**config.mk**
```make
export PLATFORM = sky130hd
export DESIGN_NAME = instruction_fetch
export DESIGN_NICKNAME = d
export VERILOG_FILES = /design/src/rtl/instruction_fetch.sv
export SDC_FILE = /design/constraint.sdc
export NUM_CORES = 1
export LEC_CHECK = 0
export BUFFER_PORTS_ARGS = -buffer_cell sky130_fd_sc_hd__buf_2
export CAP_MARGIN = 20
export CORE_MARGIN = 1.5
export CORE_UTILIZATION = 49
export CTS_CLUSTER_DIAMETER = 30
export DETAILED_ROUTE_END_ITERATION = 7
export GPL_TIMING_DRIVEN = 0
export PLACE_DENSITY = 0.79
export SLEW_MARGIN = 10
export SYNTH_ARGS = -nofsm -noshare
export SYNTH_HDL_FRONTEND = slang
export SYNTH_SLANG_ARGS = --single-unit
```
**constraint.sdc**
```tcl
create_clock -name clk -period 3.2 [get_ports clk]
set_input_delay 0.64 -clock clk [delete_from_list [all_inputs] [get_ports clk]]
set_output_delay 0.64 -clock clk [all_outputs]
set_load 0.005 [all_outputs]
```
**src/rtl/instruction_fetch.sv**
```systemverilog
// Fetch stage: holds the PC, reads instruction memory over req/ack, presents the word to decode. Optional FETCH_PERF_CNT_EN adds issue/stall counters.
// Latency: one idle cycle after reset/flush, then FETCH (>=1 cycle) + ISSUE (>=1 cycle) per instruction.
// Backpressure: stall holds the instruction in ISSUE; memory wait states hold req/addr stable until ack.
module instruction_fetch #(
    parameter int                  INST_WIDTH = 16,
    parameter int                  PC_WIDTH   = 8,
    parameter logic [PC_WIDTH-1:0] RESET_PC   = '0
) (
    input  logic                  clk,
    input  logic                  reset,
    output logic                  imem_req,
    output logic [PC_WIDTH-1:0]   imem_addr,
    input  logic                  imem_ack,
    input  logic [INST_WIDTH-1:0] imem_rdata,
    input  logic                  stall,
    input  logic                  branch_taken,
    input  logic [PC_WIDTH-1:0]   branch_offset,
    input  logic                  jump,
    input  logic [PC_WIDTH-1:0]   jump_target,
    input  logic                  flush,
    output logic [INST_WIDTH-1:0] instruction,
    output logic [3:0]            opcode,
    output logic                  inst_valid,
    output logic [PC_WIDTH-1:0]   pc
`ifdef FETCH_PERF_CNT_EN
   ,output logic [31:0]           issued_count,
    output logic [31:0]           stall_count
`endif
);

    typedef enum logic [1:0] {
        FETCH_IDLE = 2'd0,
        FETCH      = 2'd1,
        ISSUE      = 2'd2,
        DRAIN      = 2'd3
    } state_t;

    localparam logic [PC_WIDTH-1:0] LP_ONE = {{(PC_WIDTH-1){1'b0}}, 1'b1};

    state_t                r_state;
    logic [PC_WIDTH-1:0]   r_pc;
    logic [PC_WIDTH-1:0]   r_addr;
    logic [INST_WIDTH-1:0] r_inst;
    logic                  r_req;
    logic                  r_vld;

    logic                  w_consume;
    logic [PC_WIDTH-1:0]   w_next_pc;

    // flush outranks consume, so a flushed instruction never redirects the PC
    assign w_consume = (r_state == ISSUE) && !stall && !flush;

    always_comb begin
        w_next_pc = r_pc + LP_ONE;
        if (jump) begin
            w_next_pc = jump_target;
        end else if (branch_taken) begin
            w_next_pc = r_pc + LP_ONE + branch_offset;
        end
    end

    always_ff @(posedge clk or posedge reset) begin
        if (reset) begin
            r_state <= FETCH_IDLE;
            r_pc    <= RESET_PC;
            r_addr  <= RESET_PC;
            r_inst  <= '0;
            r_req   <= 1'b0;
            r_vld   <= 1'b0;
        end else begin
            case (r_state)
                FETCH_IDLE: begin
                    if (flush) begin
                        r_pc <= RESET_PC;
                    end else begin
                        r_state <= FETCH;
                        r_req   <= 1'b1;
                        r_addr  <= r_pc;
                    end
                end
                FETCH: begin
                    if (flush) begin
                        // an outstanding read must still complete before restarting
                        if (imem_ack) begin
                            r_state <= FETCH_IDLE;
                            r_req   <= 1'b0;
                            r_pc    <= RESET_PC;
                        end else begin
                            r_state <= DRAIN;
                        end
                    end else if (imem_ack) begin
                        r_inst  <= imem_rdata;
                        r_vld   <= 1'b1;
                        r_req   <= 1'b0;
                        r_state <= ISSUE;
                    end
                end
                ISSUE: begin
                    if (flush) begin
                        r_vld   <= 1'b0;
                        r_pc    <= RESET_PC;
                        r_state <= FETCH_IDLE;
                    end else if (w_consume) begin
                        r_vld   <= 1'b0;
                        r_pc    <= w_next_pc;
                        r_addr  <= w_next_pc;
                        r_req   <= 1'b1;
                        r_state <= FETCH;
                    end
                end
                DRAIN: begin
                    if (imem_ack) begin
                        r_req   <= 1'b0;
                        r_pc    <= RESET_PC;
                        r_state <= FETCH_IDLE;
                    end
                end
                default: begin
                    r_state <= FETCH_IDLE;
                    r_req   <= 1'b0;
                    r_vld   <= 1'b0;
                end
            endcase
        end
    end

    assign imem_req    = r_req;
    assign imem_addr   = r_addr;
    assign instruction = r_inst;
    assign opcode      = r_inst[INST_WIDTH-1 -: 4];
    assign inst_valid  = r_vld;
    assign pc          = r_pc;

`ifdef FETCH_PERF_CNT_EN
    logic [31:0] r_issued_cnt;
    logic [31:0] r_stall_cnt;

    always_ff @(posedge clk or posedge reset) begin
        if (reset) begin
            r_issued_cnt <= '0;
            r_stall_cnt  <= '0;
        end else if (flush) begin
            r_issued_cnt <= '0;
            r_stall_cnt  <= '0;
        end else begin
            if (w_consume && (r_issued_cnt != '1)) begin
                r_issued_cnt <= r_issued_cnt + 32'd1;
            end
            if ((r_state == ISSUE) && stall && (r_stall_cnt != '1)) begin
                r_stall_cnt <= r_stall_cnt + 32'd1;
            end
        end
    end

    assign issued_count = r_issued_cnt;
    assign stall_count  = r_stall_cnt;
`endif

endmodule
```
; Word level (Yosys, flattened, before mapping)
; Cells that the tools add are included.
[classes]
add_sub_neg = 2
n_eq_ne = 14
muxes = 29
bitwise_logic = 1
reduce_logical = 14
[op_table]
columns = operator, n
row1 = $mux W8, 9
row2 = $pmux W8 S4, 1
row3 = $ne A2 B2 Y1 const B, 8
row4 = $pmux W8 S2, 1
row5 = $reduce_and A4 Y1, 4
row6 = $mux W2, 7
row7 = $add A8 B1 Y8 const B, 1
row8 = $add A8 B8 Y8, 1
row9 = $mux W1, 8
row10 = $pmux W2 S4, 1
row11 = $ne A3 B3 Y1 const B, 2
row12 = $reduce_and A3 Y1, 2
row13 = $eq A2 B2 Y1 const B, 2
row14 = $reduce_bool A2 Y1, 2
row15 = $pmux W1 S3, 1
row16 = $eq A2 B1 Y1 const B, 1
row17 = $logic_and A1 B1 Y1, 2
row18 = $logic_not A1 Y1, 2
row19 = $logic_not A2 Y1, 1
row20 = $ne A2 B1 Y1 const B, 1
row21 = $pmux W1 S2, 1
row22 = $reduce_or A2 Y1, 1
row23 = $not A1 Y1, 1
[word_totals]
regBits = 36
out_inout_bits = 38
elab_cells = 66

; Depth between registers and ports, before layout
; Gate-level depths: netlist (run 1).
[logic_depth]
depth_word = 7
mapped_depth = 10
mapped_depth_nobuf = 10

; Worst setup path before layout (run 1)
; Ideal clock, no wire load.
[synth_path]
path_type = reg-to-reg
start = register r_pc[0] (netlist: pc[0])
end = register r_addr[6] (netlist: imem_addr[6])
setup_ps = 77
arrival_ps = 2275
required_time_ps = 3123
setup_slack_ps = 847
stages_incl_launch_ff = 10
n_path_buf = 0
period_less_slack_ps = 2353
path_cell_list = dfrtp_1 -> ha_1 -> xor2_1 -> ha_1 -> and2b_1 -> o21a_1 -> o21ai_2 -> mux2_2 -> a32o_1 -> o21ai_1
[synth_via]
elab_chain_len = 7
[synth_rtl]
columns = element, line_no
row1 = "start, declared", 41  ; logic [PC_WIDTH-1:0] r_pc;
row2 = "start signal, assigned", 105  ; r_pc <= w_next_pc;
row3 = $add A8 B1 Y8 (*), "54, 58"
row4 = $add A8 B8 Y8, 58  ; w_next_pc = r_pc + LP_ONE + branch_offset;
row5 = $mux W8 (*), 57  ; end else if (branch_taken) begin
row6 = $mux W8 (*), 55  ; if (jump) begin
row7 = $mux W8 (*), 103  ; end else if (w_consume) begin
row8 = $mux W8 (*), 99  ; if (flush) begin
row9 = $pmux W8 S2 (*), 71  ; case (r_state)
row10 = "end signal, assigned", 78  ; r_addr <= r_pc;
row11 = "end signal, assigned", 106  ; r_addr <= w_next_pc;
row12 = "end, declared", 42  ; logic [PC_WIDTH-1:0] r_addr;
; Mark *: on every way between the ends. The rest lies on a longest branch, timed or not. The select of a mux whose other input is x is not followed.
; A chain may end at the register's enable or synchronous reset.

; Worst setup path after layout (run 1)
[layout_path]
start = register r_pc[0] (netlist: pc[0])
end = register r_addr[7] (netlist: imem_addr[7])
; The elaborated chain is that of the path after synthesis.

==> report_table.html, run 1 <==
<table>
<tr><th>Metric</th><th>Value</th></tr>
<tr><th colspan="2">Floorplanning</th></tr>
<tr><td>Core box area</td><td>0.00406 mm2</td></tr>
<tr><td>I/O Pins</td><td>77</td></tr>
<tr><td>Effective utilization at floorplan</td><td>0.514</td></tr>
<tr><td>Die W</td><td>68.2 um</td></tr>
<tr><td>Die footprint</td><td>0.00466 mm2</td></tr>
<tr><td>Site row count</td><td>23</td></tr>
<tr><td>DIE HEIGHT</td><td>68.2 um</td></tr>
<tr><th colspan="2">Logic synthesis</th></tr>
<tr><td>Part of the Yosys area used for sequential elements</td><td>0.432</td></tr>
<tr><td>Post-Syn Area per Cell</td><td>9.84 um2</td></tr>
<tr><td>Count of distinct cell types in the synthesized netlist</td><td>46</td></tr>
<tr><td>Post-synthesis instance area</td><td>0.00209 mm2</td></tr>
<tr><td>Syn Nets</td><td>261</td></tr>
<tr><td>Top-area cell type share of the netlist area</td><td>0.432</td></tr>
<tr><td>Main flop type after synthesis</td><td>sky130_fd_sc_hd__dfrtp_1</td></tr>
<tr><td>Number of enable flip-flop cells after synthesis</td><td>0</td></tr>
<tr><td>Area leader, netlist</td><td>sky130_fd_sc_hd__dfrtp_1</td></tr>
<tr><td>Number of standard cells after synthesis</td><td>212</td></tr>
<tr><td>Leading post-synthesis cells by cell area</td><td>sky130_fd_sc_hd__dfrtp_1 (43%), sky130_fd_sc_hd__mux2_1 (8.6%), sky130_fd_sc_hd__nand2_1 (5.6%)</td></tr>
<tr><td>Synth async-reset ratio</td><td>1.00</td></tr>
<tr><td>Top-count cell post-synth</td><td>sky130_fd_sc_hd__dfrtp_1</td></tr>
<tr><td>Warning count from the yosys run</td><td>0</td></tr>
<tr><td>Flop and latch count out of synthesis</td><td>36</td></tr>
<tr><td>Most instantiated cells after synthesis</td><td>sky130_fd_sc_hd__dfrtp_1 (36), sky130_fd_sc_hd__nand2_1 (31), sky130_fd_sc_hd__mux2_1 (16), sky130_fd_sc_hd__o21ai_1 (14), sky130_fd_sc_hd__a21oi_1 (13)</td></tr>
<tr><th colspan="2">Pwr</th></tr>
<tr><td>Worst vdd rail ir drop</td><td>0.000314 V</td></tr>
<tr><td>Static Leakage</td><td>1.32 nW</td></tr>
<tr><td>Pwr Density</td><td>637 mW/mm2</td></tr>
<tr><th colspan="2">Placed design</th></tr>
<tr><td>Port Buffer Count</td><td>75</td></tr>
<tr><td>Global placement routability congestion</td><td>0.777</td></tr>
<tr><td>HPWL after DPL</td><td>3710 um</td></tr>
<tr><td>Cells after DPL</td><td>337</td></tr>
<tr><th colspan="2">Critical path</th></tr>
<tr><td>Critical path depth in cells</td><td>10</td></tr>
<tr><td>Setup crit end kind</td><td>flip-flop</td></tr>
<tr><td>Maximum net fanout on the critical path</td><td>8</td></tr>
<tr><td>Startpoint type of the worst setup path</td><td>flip-flop</td></tr>
<tr><td>Biggest cell delay along the critical path</td><td>0.49 ns</td></tr>
<tr><td>Reg2Reg Depth</td><td>10</td></tr>
<tr><td>Total buffers and inverters traversed by the critical path</td><td>0</td></tr>
<tr><td>Crit-path leading delay family</td><td>adder cells</td></tr>
<tr><td>Critical path data arrival time</td><td>2.88 ns</td></tr>
<tr><td>Required time of the worst setup path</td><td>3.36 ns</td></tr>
<tr><td>Chain of cells forming the critical path</td><td>ha_1, nand3_2, xnor2_2, ha_1, o211ai_1, o21a_1, o21ai_1, mux2i_1, mux2i_1, a31oi_1</td></tr>
<tr><td>Slowest-stage cell, CP</td><td>sky130_fd_sc_hd__dfrtp_1</td></tr>
<tr><td>CP Class</td><td>reg -&gt; reg</td></tr>
<tr><th colspan="2">Global routing</th></tr>
<tr><td>Global-route usage over all layers</td><td>0.217</td></tr>
<tr><td>Number of antenna violations at the first check in global routing</td><td>0</td></tr>
<tr><td>Global-route wire length before repair</td><td>7530 um</td></tr>
<tr><td>Largest net degree at the start of global routing</td><td>37</td></tr>
<tr><td>Remaining global-route overflow</td><td>0</td></tr>
<tr><td>Number of global-route vias before repair</td><td>1648</td></tr>
<tr><th colspan="2">Routing</th></tr>
<tr><td>Final WL</td><td>4810 um</td></tr>
<tr><td>First DRT Iteration DRCs</td><td>95</td></tr>
<tr><td># DRC</td><td>0</td></tr>
<tr><td>Count of vias placed by the detailed router</td><td>1857</td></tr>
<tr><td>Via density per instance</td><td>5.38</td></tr>
<tr><td>Detail Route Antenna Nets</td><td>0</td></tr>
<tr><td>Routed len/inst</td><td>13.9 um</td></tr>
<tr><td>First drt pass iteration count</td><td>4</td></tr>
<tr><th colspan="2">Clock network</th></tr>
<tr><td>Level count of the clock H-tree</td><td>2</td></tr>
<tr><td># clock sinks</td><td>36</td></tr>
<tr><td>CTS resizes</td><td>0</td></tr>
<tr><td>Number of buffers created by CTS</td><td>5</td></tr>
<tr><td>CTS root buf</td><td>sky130_fd_sc_hd__clkbuf_8</td></tr>
<tr><td>Hold buffer count at CTS</td><td>0</td></tr>
<tr><td>Maximum clock path buffer count</td><td>2</td></tr>
<tr><td>Number of setup buffers added after CTS</td><td>0</td></tr>
<tr><td>Clock latency reported for the late side of the worst-skew pair</td><td>0.28 ns</td></tr>
<tr><td>Clock tree from TritonCTS</td><td>built</td></tr>
<tr><td>CTS clk-pin slew, worst paths</td><td>0.08 ns</td></tr>
<tr><th colspan="2">Cells and area</th></tr>
<tr><td>Number of non-filler instances in the completed layout</td><td>345</td></tr>
<tr><td>Proportion of layout cells with a drive suffix above 1</td><td>0.339</td></tr>
<tr><td>Synthesis-to-finish area growth</td><td>25.2%</td></tr>
<tr><td>Antenna fix cells</td><td>0</td></tr>
<tr><td>Final Net Count</td><td>343</td></tr>
<tr><th colspan="2">STA</th></tr>
<tr><td>Worst relative slew slack</td><td>0.507</td></tr>
<tr><td>Transition time at the pin with the least slew margin</td><td>0.738 ns</td></tr>
<tr><td>Maximum clock rate</td><td>367 MHz</td></tr>
<tr><td>Setup repair after global routing missed its margin</td><td>no</td></tr>
<tr><td>Crit share post-route</td><td>0.851</td></tr>
<tr><td>Final hold vios</td><td>0</td></tr>
<tr><td>Count of final setup violators</td><td>0</td></tr>
<tr><td>Worst clock skew</td><td>0.00662 ns</td></tr>
<tr><td>Post-route minimum period</td><td>2.72 ns</td></tr>
<tr><td>Number of slew-limit violations in the final report</td><td>0</td></tr>
<tr><td>Setup Total Neg Slack</td><td>0 ns</td></tr>
<tr><th colspan="2">Flow run</th></tr>
<tr><td>Total of max-cap violations</td><td>0</td></tr>
<tr><th colspan="2">Min path</th></tr>
<tr><td>Classification of the worst-slack hold path</td><td>in -&gt; async</td></tr>
<tr><th colspan="2">Outcome</th></tr>
<tr><td>Outcome</td><td>finished clean</td></tr>
</table>
-- layout by cell type (no fill, tap or decap), types with 2 or more instances in the layout --
cell type / n
sky130_fd_sc_hd__inv_1: 6
sky130_fd_sc_hd__nand3_1: 2
sky130_fd_sc_hd__o21ai_1: 14
sky130_fd_sc_hd__clkbuf_8: 5
sky130_fd_sc_hd__clkbuf_1: 2
sky130_fd_sc_hd__and3_1: 2
sky130_fd_sc_hd__buf_2: 78
sky130_fd_sc_hd__o211ai_1: 4
sky130_fd_sc_hd__xnor2_1: 4
sky130_fd_sc_hd__mux2i_1: 4
sky130_fd_sc_hd__ha_1: 9
sky130_fd_sc_hd__dfrtp_1: 36
sky130_fd_sc_hd__a31oi_1: 2
sky130_fd_sc_hd__nand2_1: 31
sky130_fd_sc_hd__buf_4: 5
sky130_fd_sc_hd__a21oi_1: 13
sky130_fd_sc_hd__a32o_1: 2
sky130_fd_sc_hd__o21a_1: 3
sky130_fd_sc_hd__nor2b_1: 2
sky130_fd_sc_hd__mux2_1: 16
sky130_fd_sc_hd__inv_2: 3
sky130_fd_sc_hd__nand2b_1: 5
sky130_fd_sc_hd__or3_1: 4
sky130_fd_sc_hd__a21o_1: 2
sky130_fd_sc_hd__nor2_1: 11
sky130_fd_sc_hd__clkinv_2: 2
sky130_fd_sc_hd__o21ai_0: 3
sky130_fd_sc_hd__xor2_1: 3
sky130_fd_sc_hd__and2_1: 2
-- state kept, by name, indices dropped and copies added, names as in the netlist --
name	cells
instruction	16
imem_req	1
r_state	2
pc	8
imem_addr	8
inst_valid	1
-- stage by stage --
stage          area (um2)  setup WS [ns]   util  hold WS, ns  power [mW]
4_1_cts              2610          0.501  0.644        0.487        1.68
2_1_floorplan        2090          0.847      -        0.471        1.07
3_3_place_gp         2520          0.529  0.622        0.458        1.33
6_report             2610          0.478  0.644        0.475        1.66
3_5_place_dp         2520          0.541  0.622        0.469        1.36
5_1_grt              2610          0.380  0.644        0.504        1.80
-- cell families after synthesis --
family,count (synthesis),synth area share
buf+inv,19,0.0450
simple gates,65,0.152
flops,36,0.432
fa+ha+maj,10,0.0636
mux,21,0.111
xor+xnor,8,0.0372
compound gates,53,0.159
-- report_power, final --
group | internal [mW] | switching [mW] | total, mW | leakage (nW)
registers | 0.619 | 0.105 | 0.724 | 0.451
clock network | 0.152 | 0.165 | 0.316 | 0.0479
logic | 0.331 | 0.293 | 0.623 | 0.822
total | 1.10 | 0.562 | 1.66 | 1.32
-- final cells by class --
cell class,count,area (um2)
Buffer,10,60.1
Clock buffer,5,68.8
Clock inverter,3,18.8
Fill cell,350,1450
Inverter,9,33.8
Multi-Input combinational cell,157,1090
Sequential cell,36,901
Tap cell,50,62.6
Timing Repair Buffer,75,375
-- path summary, 6_finish.rpt --
path	start	end	slack, ns
setup / recovery	pc[0]	imem_addr[7]	0.48
min in group clk	imem_req	imem_req	0.48
hold reg to reg	imem_req	imem_req	0.48
setup reg to reg	pc[0]	imem_addr[7]	0.48
hold / removal	reset	instruction[4]	0.48
max in group asynchronous	reset	imem_addr[5]	2.25
-- metal layers --
metal,vias up,track usage,routed length (um)
met5,-,0,0
li1,908,-,-
met2,62,0.359,2340
met4,0,0.0650,42
met1,882,0.287,2130
met3,5,0.0444,297
-- worst reg2reg max path, stage by stage, from the launching register on --
cell and delay, ns:
sky130_fd_sc_hd__dfrtp_1 0.49, sky130_fd_sc_hd__ha_1 0.26, sky130_fd_sc_hd__nand3_2 0.13, sky130_fd_sc_hd__xnor2_2 0.17, sky130_fd_sc_hd__ha_1 0.36, sky130_fd_sc_hd__o211ai_1 0.11, sky130_fd_sc_hd__o21a_1 0.23, sky130_fd_sc_hd__o21ai_1 0.15
sky130_fd_sc_hd__mux2i_1 0.29, sky130_fd_sc_hd__mux2i_1 0.30, sky130_fd_sc_hd__a31oi_1 0.13
(Power assumes the default switching activity.)
==> inputs of run 2 (changes only) <==
Settings changed: CORE_UTILIZATION 49 to 51, PLACE_DENSITY 0.79 to 0.82.
Clock period 3.2 ns to 3.45 ns, I/O delays scaled along.
==> run 2 against run 1 <==
Effect of this change: clock-buffer cell count rose by 1; worst setup slack better by 0.29 ns; flip-flop and latch count unchanged.
==> report_table.html, run 2 (synthesized netlist as in run 1, its figures left out) <==
<table>
<tr><th>Metric</th><th>Value</th></tr>
<tr><th colspan="2">Outcome</th></tr>
<tr><td>Outcome</td><td>finished clean (unchanged)</td></tr>
<tr><th colspan="2">Global routing</th></tr>
<tr><td>Remaining global-route overflow</td><td>0 (unchanged)</td></tr>
<tr><td>Number of global-route vias before repair</td><td>1687 (was 1648)</td></tr>
<tr><td>Number of antenna violations at the first check in global routing</td><td>0 (unchanged)</td></tr>
<tr><td>Largest net degree at the start of global routing</td><td>37 (unchanged)</td></tr>
<tr><td>Global-route wire length before repair</td><td>7320 um (was 7530 um)</td></tr>
<tr><td>Global-route usage over all layers</td><td>0.219 (was 0.217)</td></tr>
<tr><th colspan="2">Clock network</th></tr>
<tr><td>Level count of the clock H-tree</td><td>2 (unchanged)</td></tr>
<tr><td>Number of setup buffers added after CTS</td><td>0 (unchanged)</td></tr>
<tr><td>Maximum clock path buffer count</td><td>2 (unchanged)</td></tr>
<tr><td>CTS root buf</td><td>sky130_fd_sc_hd__clkbuf_8 (unchanged)</td></tr>
<tr><td># clock sinks</td><td>36 (unchanged)</td></tr>
<tr><td>CTS resizes</td><td>0 (unchanged)</td></tr>
<tr><td>Clock latency reported for the late side of the worst-skew pair</td><td>0.29 ns (was 0.28 ns)</td></tr>
<tr><td>Number of buffers created by CTS</td><td>5 (unchanged)</td></tr>
<tr><td>Hold buffer count at CTS</td><td>0 (unchanged)</td></tr>
<tr><td>CTS clk-pin slew, worst paths</td><td>0.07 ns (was 0.08 ns)</td></tr>
<tr><td>Clock tree from TritonCTS</td><td>built (unchanged)</td></tr>
<tr><th colspan="2">Cells and area</th></tr>
<tr><td>Most frequent standard cell in the layout excluding fill and tap cells</td><td>sky130_fd_sc_hd__buf_2 (unchanged)</td></tr>
<tr><td>Flip-flop count of the largest register after layout</td><td>16 (unchanged)</td></tr>
<tr><td>Antenna fix cells</td><td>0 (unchanged)</td></tr>
<tr><td>Proportion of layout cells with a drive suffix above 1</td><td>0.339 (unchanged)</td></tr>
<tr><td>Synthesis-to-finish area growth</td><td>25.4% (was 25.2%)</td></tr>
<tr><td>Final Net Count</td><td>343 (unchanged)</td></tr>
<tr><td>Number of non-filler instances in the completed layout</td><td>345 (unchanged)</td></tr>
<tr><td>Commonest non-fill, non-tap cells in the layout</td><td>sky130_fd_sc_hd__buf_2 (78), sky130_fd_sc_hd__dfrtp_1 (36), sky130_fd_sc_hd__nand2_1 (31) (unchanged)</td></tr>
<tr><td>Cell area after layout</td><td>0.00262 mm2 (was 0.00261 mm2)</td></tr>
<tr><td>Core Util, Final</td><td>0.659 (was 0.644)</td></tr>
<tr><th colspan="2">STA</th></tr>
<tr><td>Worst clock skew</td><td>0.00447 ns (was 0.00662 ns)</td></tr>
<tr><td>Post-route minimum period</td><td>2.68 ns (was 2.72 ns)</td></tr>
<tr><td>Number of slew-limit violations in the final report</td><td>0 (unchanged)</td></tr>
<tr><td>Setup Total Neg Slack</td><td>0 ns (unchanged)</td></tr>
<tr><td>Final Worst Setup Slack</td><td>0.772 ns (was 0.478 ns)</td></tr>
<tr><td>Min Hold Slack</td><td>0.482 ns (was 0.475 ns)</td></tr>
<tr><td>Final hold vios</td><td>0 (unchanged)</td></tr>
<tr><td>Maximum clock rate</td><td>373 MHz (was 367 MHz)</td></tr>
<tr><td>Count of final setup violators</td><td>0 (unchanged)</td></tr>
<tr><td>Setup repair after global routing missed its margin</td><td>no (unchanged)</td></tr>
<tr><td>Worst relative slew slack</td><td>0.514 (was 0.507)</td></tr>
<tr><td>Crit share post-route</td><td>0.776 (was 0.851)</td></tr>
<tr><td>Transition time at the pin with the least slew margin</td><td>0.728 ns (was 0.738 ns)</td></tr>
<tr><th colspan="2">Placed design</th></tr>
<tr><td>Cells after DPL</td><td>337 (unchanged)</td></tr>
<tr><td>Area after DPL</td><td>0.00252 mm2 (unchanged)</td></tr>
<tr><td>Placement Setup Slack</td><td>0.814 ns (was 0.541 ns)</td></tr>
<tr><td>Global placement routability congestion</td><td>0.794 (was 0.777)</td></tr>
<tr><td>HPWL after DPL</td><td>3660 um (was 3710 um)</td></tr>
<tr><td>Port Buffer Count</td><td>75 (unchanged)</td></tr>
<tr><th colspan="2">Routing</th></tr>
<tr><td>First drt pass iteration count</td><td>4 (unchanged)</td></tr>
<tr><td>Final WL</td><td>4600 um (was 4810 um)</td></tr>
<tr><td>Routed len/inst</td><td>13.3 um (was 13.9 um)</td></tr>
<tr><td># DRC</td><td>0 (unchanged)</td></tr>
<tr><td>Detail Route Antenna Nets</td><td>0 (unchanged)</td></tr>
<tr><td>Count of vias placed by the detailed router</td><td>1843 (was 1857)</td></tr>
<tr><td>First DRT Iteration DRCs</td><td>92 (was 95)</td></tr>
<tr><td>Via density per instance</td><td>5.34 (was 5.38)</td></tr>
<tr><th colspan="2">Critical path</th></tr>
<tr><td>Minimum setup slack among reg-to-reg paths</td><td>0.77 ns (was 0.48 ns)</td></tr>
<tr><td>CP Class</td><td>reg -&gt; reg (unchanged)</td></tr>
<tr><td>Required time of the worst setup path</td><td>3.61 ns (was 3.36 ns)</td></tr>
<tr><td>Critical path data arrival time</td><td>2.84 ns (was 2.88 ns)</td></tr>
<tr><td>End of the worst register-to-register path</td><td>imem_addr[7] (unchanged)</td></tr>
<tr><td>Startpoint type of the worst setup path</td><td>flip-flop (unchanged)</td></tr>
<tr><td>Slowest-stage cell, CP</td><td>sky130_fd_sc_hd__dfrtp_1 (unchanged)</td></tr>
<tr><td>Biggest cell delay along the critical path</td><td>0.47 ns (was 0.49 ns)</td></tr>
<tr><td>Reg2Reg Depth</td><td>10 (unchanged)</td></tr>
<tr><td>Maximum net fanout on the critical path</td><td>8 (unchanged)</td></tr>
<tr><td>Setup crit end kind</td><td>flip-flop (unchanged)</td></tr>
<tr><td>Chain of cells forming the critical path</td><td>ha_1, nand3_2, xnor2_2, ha_1, o211ai_1, o21a_1, o21ai_1, mux2i_1, mux2i_1, a31oi_1 (unchanged)</td></tr>
<tr><td>Crit Reg-Reg Startpoint</td><td>pc[0] (unchanged)</td></tr>
<tr><th colspan="2">Floorplanning</th></tr>
<tr><td>Die footprint</td><td>0.00448 mm2 (was 0.00466 mm2)</td></tr>
<tr><td>Core box area</td><td>0.00397 mm2 (was 0.00406 mm2)</td></tr>
<tr><td>DIE HEIGHT</td><td>67.0 um (was 68.2 um)</td></tr>
<tr><td>Effective utilization at floorplan</td><td>0.525 (was 0.514)</td></tr>
<tr><td>Site row count</td><td>23 (unchanged)</td></tr>
<tr><td>I/O Pins</td><td>77 (unchanged)</td></tr>
<tr><td>Die W</td><td>67.0 um (was 68.2 um)</td></tr>
<tr><th colspan="2">Pwr</th></tr>
<tr><td>Pwr Density</td><td>590 mW/mm2 (was 637 mW/mm2)</td></tr>
<tr><td>Worst vdd rail ir drop</td><td>0.000196 V (was 0.000314 V)</td></tr>
<tr><td>Static Leakage</td><td>1.32 nW (about the same)</td></tr>
<tr><td>Power Total</td><td>1.54 mW (was 1.66 mW)</td></tr>
<tr><th colspan="2">Min path</th></tr>
<tr><td>Classification of the worst-slack hold path</td><td>reg -&gt; reg (was in -&gt; async)</td></tr>
<tr><td>Hold path startpoint</td><td>instruction[3]</td></tr>
<tr><td>Number of stages on the worst hold path</td><td>1</td></tr>
<tr><td>End point of the most critical hold path</td><td>instruction[3]</td></tr>
<tr><th colspan="2">Flow run</th></tr>
<tr><td>Total of max-cap violations</td><td>0 (unchanged)</td></tr>
</table>
## run 2: changes by cell type in the layout (fill, tap and decap cells not counted)
cell                       before  now
sky130_fd_sc_hd__clkbuf_8       5    6
sky130_fd_sc_hd__clkinv_4       1    0
## run 2: power by group
part	switching, mW	leakage (nW)	internal (mW)
sequential	0.0914	0.451	0.575
clock	0.144	0.0510	0.159
combinational	0.267	0.822	0.306
## run 2: worst max-delay path: cells and delay by family, from the launching register on
family / cells / cell delay (ns)
xor+xnor: 1 / 0.17
mux: 2 / 0.56
compound gates: 4 / 0.61
fa+ha+maj: 2 / 0.61
simple gates: 1 / 0.13
flops: 1 / 0.47
## run 2: how the worst max path moves through the flow
stage	cells after the start	slack (ns)	startpoint	end
floorplan	9	1.10	pc[0]	imem_addr[6]
global placement	10	0.85	pc[0]	imem_addr[7]
detailed placement	10	0.81	pc[0]	imem_addr[7]
CTS	10	0.76	pc[0]	imem_addr[7]
global route	10	0.59	pc[0]	imem_addr[7]
finish	10	0.77	pc[0]	imem_addr[7]
## run 2: final cells by class
type / instances / area [um2]
repair buffers: 75 / 375
flip-flops and latches: 36 / 901
inverters: 9 / 33.8
multi-input cells: 157 / 1090
well taps: 50 / 62.6
clock inverters: 2 / 10.0
clock buffers: 6 / 82.6
plain buffers: 10 / 60.1
fillers: 325 / 1360
## run 2: routing by layer
metal | wire, um | up-vias | global-route usage | part of all wire
met3 | 377 | 8 | 0.0507 | 0.082
li1 | - | 908 | - | -
met2 | 2210 | 79 | 0.384 | 0.48
met1 | 1920 | 848 | 0.255 | 0.42
met4 | 92 | 0 | 0.0944 | 0.020
met5 | 0 | - | 0 | 0
==> inputs of run 3 (changes only) <==
Settings changed: CORE_UTILIZATION 51 to 44, PLACE_DENSITY 0.82 to 0.75.
Clock period 3.45 ns to 2.26 ns, I/O delays scaled along.
==> run 3 against run 2 <==
Effect of this change: register-to-register slack lost 0.92 ns; combinational power is 67% higher; the run now ends with DRC, setup timing left; clock skew decreased by 0.00067 ns; cell count up 3.5%; worst hold slack worse by 0.19 ns; power increased by 59%; sequential power rose by 53%; critical path depth down 1; largest cell class unchanged; via count is 4.5% higher; largest power group unchanged.
==> report_table.html, run 3 (synthesized netlist as in run 1, its figures left out) <==
<table>
<tr><th>Metric</th><th>Value</th></tr>
<tr><th colspan="2">Critical path</th></tr>
<tr><td>Chain of cells forming the critical path</td><td>and4_4, nand2_1, xnor2_2, ha_2, nand2b_1, or3_1, mux2_2, a32o_2, o21ai_2 (was ha_1, nand3_2, xnor2_2, ha_1, o211ai_1, o21a_1, o21ai_1, mux2i_1, mux2i_1, a31oi_1)</td></tr>
<tr><td>Maximum net fanout on the critical path</td><td>7 (was 8)</td></tr>
<tr><td>Setup crit end kind</td><td>flip-flop (unchanged)</td></tr>
<tr><td>Critical path data arrival time</td><td>2.62 ns (was 2.84 ns)</td></tr>
<tr><td>Total buffers and inverters traversed by the critical path</td><td>0 (unchanged)</td></tr>
<tr><td>Required time of the worst setup path</td><td>2.47 ns (was 3.61 ns)</td></tr>
<tr><td>Launching element of the worst setup path</td><td>pc[2] (was pc[0])</td></tr>
<tr><td>Startpoint type of the worst setup path</td><td>flip-flop (unchanged)</td></tr>
<tr><td>Crit Reg-Reg Startpoint</td><td>pc[2] (was pc[0])</td></tr>
<tr><td>Crit-path leading delay family</td><td>simple AND/OR/NAND/NOR gates (was adder cells)</td></tr>
<tr><td>CP Class</td><td>reg -&gt; reg (unchanged)</td></tr>
<tr><td>Biggest cell delay along the critical path</td><td>0.51 ns (was 0.47 ns)</td></tr>
<tr><td>Slowest-stage cell, CP</td><td>sky130_fd_sc_hd__dfrtp_2 (was sky130_fd_sc_hd__dfrtp_1)</td></tr>
<tr><th colspan="2">STA</th></tr>
<tr><td>Setup repair after global routing missed its margin</td><td>yes (was no)</td></tr>
<tr><td>Worst relative slew slack</td><td>0.506 (was 0.514)</td></tr>
<tr><td>Final hold vios</td><td>0 (unchanged)</td></tr>
<tr><td>Worst clock skew</td><td>0.00381 ns (was 0.00447 ns)</td></tr>
<tr><td>Maximum clock rate</td><td>415 MHz (was 373 MHz)</td></tr>
<tr><td>Number of slew-limit violations in the final report</td><td>0 (unchanged)</td></tr>
<tr><td>Post-route minimum period</td><td>2.41 ns (was 2.68 ns)</td></tr>
<tr><td>Count of final setup violators</td><td>5 (was 0)</td></tr>
<tr><td>Crit share post-route</td><td>1.07 (was 0.776)</td></tr>
<tr><td>Transition time at the pin with the least slew margin</td><td>0.740 ns (was 0.728 ns)</td></tr>
<tr><td>Final Worst Setup Slack</td><td>-0.152 ns (was 0.772 ns)</td></tr>
<tr><th colspan="2">Clock network</th></tr>
<tr><td>Clock tree from TritonCTS</td><td>built (unchanged)</td></tr>
<tr><td>Level count of the clock H-tree</td><td>2 (unchanged)</td></tr>
<tr><td>CTS clk-pin slew, worst paths</td><td>0.07 ns (about the same)</td></tr>
<tr><td>CTS root buf</td><td>sky130_fd_sc_hd__clkbuf_8 (unchanged)</td></tr>
<tr><td>Number of buffers created by CTS</td><td>5 (unchanged)</td></tr>
<tr><td>Hold buffer count at CTS</td><td>0 (unchanged)</td></tr>
<tr><td># clock sinks</td><td>36 (unchanged)</td></tr>
<tr><td>Clock latency reported for the late side of the worst-skew pair</td><td>0.28 ns (was 0.29 ns)</td></tr>
<tr><td>Maximum clock path buffer count</td><td>2 (unchanged)</td></tr>
<tr><th colspan="2">Pwr</th></tr>
<tr><td>Worst vdd rail ir drop</td><td>0.000626 V (was 0.000196 V)</td></tr>
<tr><td>Pwr Density</td><td>861 mW/mm2 (was 590 mW/mm2)</td></tr>
<tr><td>Static Leakage</td><td>1.39 nW (was 1.32 nW)</td></tr>
<tr><th colspan="2">Cells and area</th></tr>
<tr><td>Cell area after layout</td><td>0.00285 mm2 (was 0.00262 mm2)</td></tr>
<tr><td>Core Util, Final</td><td>0.642 (was 0.659)</td></tr>
<tr><td>Number of non-filler instances in the completed layout</td><td>357 (was 345)</td></tr>
<tr><td>Final Net Count</td><td>353 (was 343)</td></tr>
<tr><td>Antenna fix cells</td><td>0 (unchanged)</td></tr>
<tr><td>Flip-flop count of the largest register after layout</td><td>16 (unchanged)</td></tr>
<tr><td>Most frequent standard cell in the layout excluding fill and tap cells</td><td>sky130_fd_sc_hd__buf_2 (unchanged)</td></tr>
<tr><td>Commonest non-fill, non-tap cells in the layout</td><td>sky130_fd_sc_hd__buf_2 (78), sky130_fd_sc_hd__dfrtp_1 (32), sky130_fd_sc_hd__nand2_1 (31) (was sky130_fd_sc_hd__buf_2 (78), sky130_fd_sc_hd__dfrtp_1 (36), sky130_fd_sc_hd__nand2_1 (31))</td></tr>
<tr><td>Proportion of layout cells with a drive suffix above 1</td><td>0.443 (was 0.339)</td></tr>
<tr><td>Synthesis-to-finish area growth</td><td>36.7% (was 25.4%)</td></tr>
<tr><th colspan="2">Floorplanning</th></tr>
<tr><td>Core box area</td><td>0.00444 mm2 (was 0.00397 mm2)</td></tr>
<tr><td>Die W</td><td>71.9 um (was 67.0 um)</td></tr>
<tr><td>Site row count</td><td>24 (was 23)</td></tr>
<tr><td>Die footprint</td><td>0.00516 mm2 (was 0.00448 mm2)</td></tr>
<tr><td>I/O Pins</td><td>77 (unchanged)</td></tr>
<tr><td>Effective utilization at floorplan</td><td>0.469 (was 0.525)</td></tr>
<tr><td>DIE HEIGHT</td><td>71.9 um (was 67.0 um)</td></tr>
<tr><th colspan="2">Global routing</th></tr>
<tr><td>Remaining global-route overflow</td><td>0 (unchanged)</td></tr>
<tr><td>Largest net degree at the start of global routing</td><td>37 (unchanged)</td></tr>
<tr><td>Met1 track utilization from global routing</td><td>0.276 (was 0.255)</td></tr>
<tr><td>GR Layer Usage met2</td><td>0.366 (was 0.384)</td></tr>
<tr><td>Global-route usage over all layers</td><td>0.213 (was 0.219)</td></tr>
<tr><td>Number of global-route vias before repair</td><td>1908 (was 1687)</td></tr>
<tr><td>Number of antenna violations at the first check in global routing</td><td>0 (unchanged)</td></tr>
<tr><td>Met3 GRT Util</td><td>0.0366 (was 0.0507)</td></tr>
<tr><td>Global-route wire length before repair</td><td>8690 um (was 7320 um)</td></tr>
<tr><td>Most used routing layer in global routing</td><td>met2 (unchanged)</td></tr>
<tr><th colspan="2">Placed design</th></tr>
<tr><td>Cells after DPL</td><td>339 (was 337)</td></tr>
<tr><td>Area after DPL</td><td>0.00254 mm2 (was 0.00252 mm2)</td></tr>
<tr><td>HPWL after DPL</td><td>3650 um (was 3660 um)</td></tr>
<tr><td>Global placement routability congestion</td><td>0.796 (was 0.794)</td></tr>
<tr><td>Port Buffer Count</td><td>75 (unchanged)</td></tr>
<tr><th colspan="2">Flow run</th></tr>
<tr><td>Total of max-cap violations</td><td>0 (unchanged)</td></tr>
<tr><th colspan="2">Routing</th></tr>
<tr><td>Routed len/inst</td><td>14.5 um (was 13.3 um)</td></tr>
<tr><td>First drt pass iteration count</td><td>6 (was 4)</td></tr>
<tr><td>Count of vias placed by the detailed router</td><td>1926 (was 1843)</td></tr>
<tr><td>Via density per instance</td><td>5.39 (was 5.34)</td></tr>
<tr><td>First DRT Iteration DRCs</td><td>158 (was 92)</td></tr>
<tr><td>Detail Route Antenna Nets</td><td>0 (unchanged)</td></tr>
<tr><td># DRC</td><td>4 (was 0)</td></tr>
<tr><td>Final WL</td><td>5160 um (was 4600 um)</td></tr>
<tr><th colspan="2">Min path</th></tr>
<tr><td>Classification of the worst-slack hold path</td><td>in -&gt; async (was reg -&gt; reg)</td></tr>
<tr><th colspan="2">Outcome</th></tr>
<tr><td>Outcome</td><td>finished, violations left (was finished clean)</td></tr>
<tr><td>Violations in the final reports</td><td>DRC, setup timing</td></tr>
</table>
-- run 3: routing by layer --
| layer | wire, um | up-vias |
|---|---|---|
| li1 | - | 932 |
| met1 | 2240 | 944 |
| met2 | 2670 | 46 |
| met3 | 208 | 4 |
| met4 | 44 | 0 |
| met5 | 0 | - |
-- run 3: cell type report --
class                      count  area, um2
clock inverter                 2       10.0
clock buffer                   6       82.6
buffer                        10       60.1
timing repair buffer          85        454
multi-input combinational    157       1240
fill                         389       1590
inverter                       9       33.8
sequential                    36        906
tap                           52       65.1
-- run 3: worst reg2reg max path, cell delays in order (launching register included) --
cell and delay (ns):
sky130_fd_sc_hd__dfrtp_2 0.51, sky130_fd_sc_hd__and4_4 0.28, sky130_fd_sc_hd__nand2_1 0.09, sky130_fd_sc_hd__xnor2_2 0.17, sky130_fd_sc_hd__ha_2 0.19, sky130_fd_sc_hd__nand2b_1 0.16
sky130_fd_sc_hd__or3_1 0.31, sky130_fd_sc_hd__mux2_2 0.27, sky130_fd_sc_hd__a32o_2 0.26, sky130_fd_sc_hd__o21ai_2 0.12
-- run 3: power breakdown --
| group | switching, mW | total [mW] | internal, mW |
|---|---|---|---|
| sequential | 0.146 | 1.02 | 0.879 |
| combinational | 0.441 | 0.956 | 0.514 |
| clock | 0.230 | 0.473 | 0.243 |
-- run 3: final timing paths --
check,end,slack [ns],depth (start not counted)
worst max-delay path,imem_addr[6],-0.15,9
worst min-delay path,imem_addr[2],0.29,2
worst max register to register,imem_addr[6],-0.15,9
worst min register to register,instruction[6],0.48,1
max in group asynchronous,pc[3],1.45,2
min in group clk,instruction[6],0.38,2
-- run 3: metrics by stage --
stage	setup TNS, ns	power, mW	setup WS, ns	hold WS (ns)
6_report	-0.606	2.45	-0.152	0.288
5_1_grt	-1.16	2.63	-0.235	0.354
4_1_cts	-0.398	2.45	-0.113	0.321
3_5_place_dp	-0.938	1.93	-0.222	0.469
3_3_place_gp	-0.903	1.89	-0.247	0.458
2_1_floorplan	-0.0771	1.52	-0.0386	0.471
-- run 3: timing repair --
item	in CTS	in global routing
endpoints found under the hold margin	0	0
buffers inserted	6	5
gates resized for setup	18	8
gates cloned	0	0
setup endpoints to repair	6	9
pin swaps	5	7
